$ cat src/rtl/seg_scan_ctrl.sv
// ---------------------------------------------------------------------------
// seg_scan_ctrl
// Time-multiplexed driver for an 8-digit, 7-segment display. It scans the
// digits 7 down to 0 through an external 8:1 nibble mux. On each scan tick it
// decodes the mux nibble to active-low segments and drives the active-low
// anodes. It supports a per-digit enable, a decimal-point mask and optional
// leading-zero blanking.
//
// Ports:
//   clk      in   system clock, rising edge
//   rst      in   asynchronous active-high reset
//   hex_in   in   [3:0] nibble from the mux for the current sel
//   en_mask  in   [7:0] bit i = 1 enables digit i
//   dp_mask  in   [7:0] bit i = 1 lights the decimal point on digit i
//   blank_lz in   1 = suppress leading zeros
//   sel      out  [2:0] digit index to the mux select
//   an       out  [7:0] anodes, active-low
//   seg      out  [6:0] segments {g,f,e,d,c,b,a}, active-low
//   dp       out  decimal point, active-low
// ---------------------------------------------------------------------------
module seg_scan_ctrl #(
  parameter int TICK_DIV = 100000
) (
  input  logic       clk,
  input  logic       rst,
  input  logic [3:0] hex_in,
  input  logic [7:0] en_mask,
  input  logic [7:0] dp_mask,
  input  logic       blank_lz,
  output logic [2:0] sel,
  output logic [7:0] an,
  output logic [6:0] seg,
  output logic       dp
);

  localparam int CW = $clog2(TICK_DIV);
  localparam logic [CW-1:0] CNT_MAX = CW'(TICK_DIV - 1);

  logic [CW-1:0] cnt_reg;
  logic [2:0]    sel_reg;
  logic [7:0]    an_reg;
  logic [6:0]    seg_reg;
  logic          dp_reg;
  logic          nz_reg;

  logic          tick;
  logic [7:0]    digit_onehot;
  logic          nz_eff;
  logic          hex_zero;
  logic          blanked;
  logic          lit;
  logic [6:0]    seg_dec;
  logic [7:0]    an_next;
  logic [6:0]    seg_next;
  logic          dp_next;
  logic          nz_next;
  logic [2:0]    sel_next;

  assign tick = (cnt_reg == CNT_MAX);

  // One-hot decode of the current digit index.
  for (genvar gi = 0; gi < 8; gi++) begin : g_onehot
    assign digit_onehot[gi] = (sel_reg == 3'(gi));
  end

  // Hex to active-low segment decode, {g,f,e,d,c,b,a}.
  always_comb begin
    seg_dec = 7'h7F;
    case (hex_in)
      4'h0: seg_dec = 7'h40;
      4'h1: seg_dec = 7'h79;
      4'h2: seg_dec = 7'h24;
      4'h3: seg_dec = 7'h30;
      4'h4: seg_dec = 7'h19;
      4'h5: seg_dec = 7'h12;
      4'h6: seg_dec = 7'h02;
      4'h7: seg_dec = 7'h78;
      4'h8: seg_dec = 7'h00;
      4'h9: seg_dec = 7'h10;
      4'hA: seg_dec = 7'h08;
      4'hB: seg_dec = 7'h03;
      4'hC: seg_dec = 7'h46;
      4'hD: seg_dec = 7'h21;
      4'hE: seg_dec = 7'h06;
      4'hF: seg_dec = 7'h0E;
      default: seg_dec = 7'h7F;
    endcase
  end

  always_comb begin
    // Digit 7 starts a new frame, so the "non-zero seen" flag restarts there.
    nz_eff   = (sel_reg == 3'd7) ? 1'b0 : nz_reg;
    hex_zero = (hex_in == 4'h0);
    // Digit 0 is never blanked, so an all-zero value still shows "0".
    blanked  = blank_lz & ~nz_eff & hex_zero & (sel_reg != 3'd0);
    lit      = en_mask[sel_reg] & ~blanked;
    an_next  = lit ? ~digit_onehot : 8'hFF;
    seg_next = lit ? seg_dec : 7'h7F;
    dp_next  = lit ? ~dp_mask[sel_reg] : 1'b1;
    // A disabled digit shows nothing, so it must not end the leading-zero run.
    nz_next  = nz_eff | (en_mask[sel_reg] & ~hex_zero);
    sel_next = sel_reg - 3'd1;  // 0 wraps naturally to 7
  end

  always_ff @(posedge clk or posedge rst) begin
    if (rst) begin
      cnt_reg <= '0;
      sel_reg <= 3'd7;
      an_reg  <= 8'hFF;
      seg_reg <= 7'h7F;
      dp_reg  <= 1'b1;
      nz_reg  <= 1'b0;
    end else begin
      cnt_reg <= tick ? '0 : cnt_reg + 1'b1;
      if (tick) begin
        sel_reg <= sel_next;
        an_reg  <= an_next;
        seg_reg <= seg_next;
        dp_reg  <= dp_next;
        nz_reg  <= nz_next;
      end
    end
  end

  assign sel = sel_reg;
  assign an  = an_reg;
  assign seg = seg_reg;
  assign dp  = dp_reg;

endmodule

$ cat config.mk
export PLATFORM = sky130hd
export DESIGN_NAME = seg_scan_ctrl
export DESIGN_NICKNAME = d
export VERILOG_FILES = /design/src/rtl/seg_scan_ctrl.sv
export SDC_FILE = /design/constraint.sdc
export NUM_CORES = 1
export LEC_CHECK = 0
export ABC_AREA = 1
export CAP_MARGIN = 15
export CORE_ASPECT_RATIO = 0.75
export CORE_UTILIZATION = 30
export CTS_BUF_LIST = sky130_fd_sc_hd__clkbuf_16
export CTS_CLUSTER_SIZE = 12
export DETAILED_ROUTE_END_ITERATION = 8
export PLACE_DENSITY = 0.6
export RECOVER_POWER = 25
export SLEW_MARGIN = 25
export SYNTH_ARGS = -nofsm -noshare
export SYNTH_HDL_FRONTEND = slang
export SYNTH_SLANG_ARGS = --single-unit
$ cat constraint.sdc
create_clock -name clk -period 3.8 [get_ports clk]
set_input_delay 0.76 -clock clk [delete_from_list [all_inputs] [get_ports clk]]
set_output_delay 0.76 -clock clk [all_outputs]
set_load 0.02 [all_outputs]
Yosys cells after proc, flatten, opt, wreduce, memory -nomap -nowiden
Memories as Yosys holds them, arrays and structs flattened. Cells that the tools add are included.

Bitwise gates (word level): 11. Magnitude comparators: 1. Mux-type cells: 9. Add/sub/neg operators: 2. Reduce and logical (&&, ||, !) cells: 3. Equality and inequality tests: 8.

Operators with widths (count): adder 17 x 1 -> 17 bit, second input constant (1); == test 17 bit, second input constant (1); two-way mux 17 bit (1); == test 3 bit, second input constant (4); two-way mux 8 bit (1); inverter 8 bit (1); two-way mux 7 bit (1); binary-select mux 1 bit (select 3 bit) (2); == test 3 x 2 -> 1 bit, second input constant (2); bitwise AND 1 bit (5); zero test 4 bit (1); < comparator 3 x 4 -> 1 bit, second input constant (1); two-way mux 1 bit (4); inverter 1 bit (4); == test 3 x 1 -> 1 bit, second input constant (1); zero test 3 bit (1); nonzero test 3 bit (1); subtractor 3 x 1 -> 3 bit, second input constant (1); OR 1 bit (1).

Memory bits (read-only): 112. Memories: 1. Flip-flop bits (word level): 37. Word-level logic and storage cells: 41. Output and inout bits: 19. Input port bits: 23.

Memories: (no name shown) (words 16, width 7, rd ports 1, clocked after memory_dff 0, wr ports 0, line 69) `case (hex_in)`.

Depth between registers and ports, before layout
Depth in word-level cells: 9. Depth in mapped cells: 10. Depth with buffers taken out: 9.

Least setup slack after synthesis
OpenSTA, ideal clock, no wires.

Path kind: input to register. From: input hex_in[0]. To: register an_reg[1], in the netlist an[1]. Setup time: 0.067 ns. Stages on the path: 9. Data arrival time: 1.680 ns. Slack: 2.053 ns. Cells stage by stage: inv_1 -> ha_1 -> nand2_1 -> nor2_1 -> nand4_1 -> nand3_2 -> buf_4 -> nor2_1 -> nor2_1.

Cells in the longest elaborated chain, start to end: 6.

Ends and longest elaborated chain: from (decl) (line 26) `input logic [3:0] hex_in,`; zero test 4 bit (line 93) `hex_zero = (hex_in == 4'h0);`; bitwise AND 1 bit (2 in a row) (line 95) `blanked = blank_lz & ~nz_eff & hex_zero & (sel_reg != 3'd0);`; inverter 1 bit (line 96) `lit = en_mask[sel_reg] & ~blanked;`; bitwise AND 1 bit (line 96); two-way mux 8 bit (line 97) `an_next = lit ? ~digit_onehot : 8'hFF;`; to (signal assigned) (line 117) `an_reg <= an_next;`; to (decl) (line 41) `logic [7:0] an_reg;`.

Every way passes these cells. A chain may end at the register's enable or synchronous reset.

Final worst setup path
From: register sel_reg[0], in the netlist sel[0]. To: output sel[0].

RTL lines: from (decl) (line 40) `logic [2:0] sel_reg;`; from (signal assigned) (line 116) `sel_reg <= sel_next;`; to (decl) (line 30) `output logic [2:0] sel,`.

No word-level cell between the ends.

==> metrics <==
GPL Wtd Cong=0.848; Cell Chain, Critical Path=clkdlybuf4s50_1; Initial Util=31.2%; multi-input logic area=0.00115 mm^2; All-Layer GR Usage=14.5%; vias after detailed routing=2,102; total nets after synthesis=353; Tmin final=2390 ps; Crit path arrival time=about 1600 ps; Critical Path RT=3040 ps; die area=0.00806 mm^2; top cells by instance count after synthesis=nor2_1 (76), nand2_1 (71), inv_1 (35), nand3_1 (24), dfstp_2 (19); total area of sequential cells=950 um^2; critical path launch point type=flip-flop; initial DRC count=90; P&R area growth vs syn=27.4%; register area share after synthesis=roughly two fifths; Final Instance Count excl. Fillers=463; first-pass GRT wire length=9.19 mm; final setup TNS=0 ps; Layout Skew=5.96 ps; Crit path largest cell delay=690 ps; Tot Pwr=approximately 850 uW; CP bufs+invs=1; Max-cap violations=0; Cells after Synth=318; vias per inst=4.54; mux contribution to synthesized area=0%; TritonCTS Buffers=5; Max IR drop VDD=~0.15 mV; Post-CTS Hold Fix Bufs=0; Max H-tree Level=2; EDFF count, synth=0; Synth Area per Inst=7.26 um^2; port buffer count=41; Cell Rows=27; Slew Viols, Final=0; Compound-Gate Fraction of Synth Area=5.31%; top post-synthesis cells by area=dfstp_2 (22%), dfrtp_1 (20%), nor2_1 (12%), nand2_1 (12%), ha_1 (6.5%); area share of xor/xnor cells in the synthesized design=3.41%; Chip Height=78.0 um; share of cells above drive strength 1=approximately 10%; routed wire length=about 5.2 mm; # nets final=a little under 400; critical path's slowest cell=dfstp_2; dpl hpwl=3.91 mm; number of library cell types mapped by synthesis=25; drt first pass iters=4; top-level I/O count=42; top-count cell post-synth=nor2_1; Post-DRT Antenna Nets=0; Clock Path Buffers=2; dominant cell type by area after synthesis=dfstp_2; Leak=1.29 nW; number of synthesis warnings=0; CTS tree=yes; fillers=768; final setup violation count=0; Post-Synth Simple-Gate Area=34.7%; top_reg_cell synth=dfstp_2; initial antenna violation count=0; clock slew at reported path FFs=50 ps; max frequency=0.419 GHz; Core Region=0.00740 mm^2; largest family of logic cells by synthesized area=simple AND/OR/NAND/NOR gates; vias in the first global route=between 1,500 and 2,000; # resized after CTS=0; Post-synth ARST share=100%; # DRC=0; die width=between 100 and 150 um; Critical Path End Type=output pin; Synth Register Bits=37; Setup Buffers After CTS=0; total gr overflow=0; max reg flops=17; n_diodes=0; worst-path fanout max=13; top cell type's share of synthesized area=21.6%; Hold WC Path Type=flip-flop to flip-flop; RSZ-0062 raised after global routing=false; power per cell area=289 mW/mm^2; root buf cell=clkbuf_16; largest net degree at the start of global routing=26; worst skew pair latency=280 ps; run status=complete, no violations; Mapped Area=0.00231 mm^2; worst slew pin tran=943 ps; Rel. slew slack=37.0%; Tcrit/Tclk final=62.8%; Synth Area in Adders=6.50%; Sink Count=37; critical path's top delay family=flip-flops; Placed Cells=455; Setup CP Type=flip-flop to output pin; WL/cell=11.3 um; reg-to-reg slack, setup=1520 ps; final hold violations=0
## per-stage QoR
stage,util [%],setup WS (ps),area (um^2),hold WS (ps)
after detailed placement,37.9,1310,2800,461
after floorplan,-,2050,2310,430
after CTS,39.8,1400,2940,467
after global routing,39.8,1240,2940,499
final,39.8,1410,2940,472
after global placement,37.9,1370,2800,454
## path summary, 6_finish.rpt
path,endpoint,start,depth (start not counted)
max,sel[0],sel[0],1
min,cnt_reg[0],cnt_reg[0],1
max reg2reg,seg[2],cnt_reg[0],9
min reg2reg,cnt_reg[0],cnt_reg[0],1
max in group asynchronous,an[7],rst,3
min in group asynchronous,cnt_reg[5],rst,2
## placed cells by master (no fill, tap or decap)
master	count
nand3_2	1
clkbuf_16	5
ha_1	12
inv_2	1
nor2_1	76
nor2_2	2
inv_4	1
buf_4	3
xor2_1	9
nand4_1	10
nor3_2	1
nand3b_1	1
nand2_1	71
inv_1	36
a21oi_1	9
nand2_2	2
o21ai_0	13
dfstp_2	19
clkdlybuf4s50_1	40
dfrtp_1	18
a31oi_1	1
dlygate4sd3_1	1
nor3_1	3
nand3_1	24
o22ai_1	1
clkinv_2	2
## kinds of logic (layout without fill, tap and decap cells)
| family | count (synthesis) | in the layout |
|---|---|---|
| and+or+nand+nor | 191 | 191 |
| xor gates and xnor gates | 9 | 9 |
| buffers and inverters | 45 | 89 |
| adders and majority gates | 12 | 12 |
| AOI/OAI and AO/OA | 24 | 24 |
| DFF | 37 | 37 |
## power by group
part,total [mW],leakage (nW),switching [mW],internal [mW]
clock network,0.393,0.0748,0.155,0.238
registers,0.395,0.430,0,0.395
logic,0.0615,0.785,0.0310,0.0305
total,0.850,1.29,0.186,0.664
## final cells by class
cell class                      count  share of cell area (%)
Inverter                           37                    4.80
Multi-Input combinational cell    236                    39.2
Tap cell                          101                    4.29
Clock buffer                        5                    4.25
Sequential cell                    37                    32.3
Timing Repair Buffer               44                    14.7
Clock inverter                      3                   0.468
## routing by layer
layer,up-vias,GRT usage (%),wire length (um)
met1,963,20.9,2680
met3,5,3.33,242
met5,-,0,0
met4,0,4.93,57
met2,48,21.2,2250
li1,1086,-,-
Note: power is estimated with default switching activity, not from simulation.
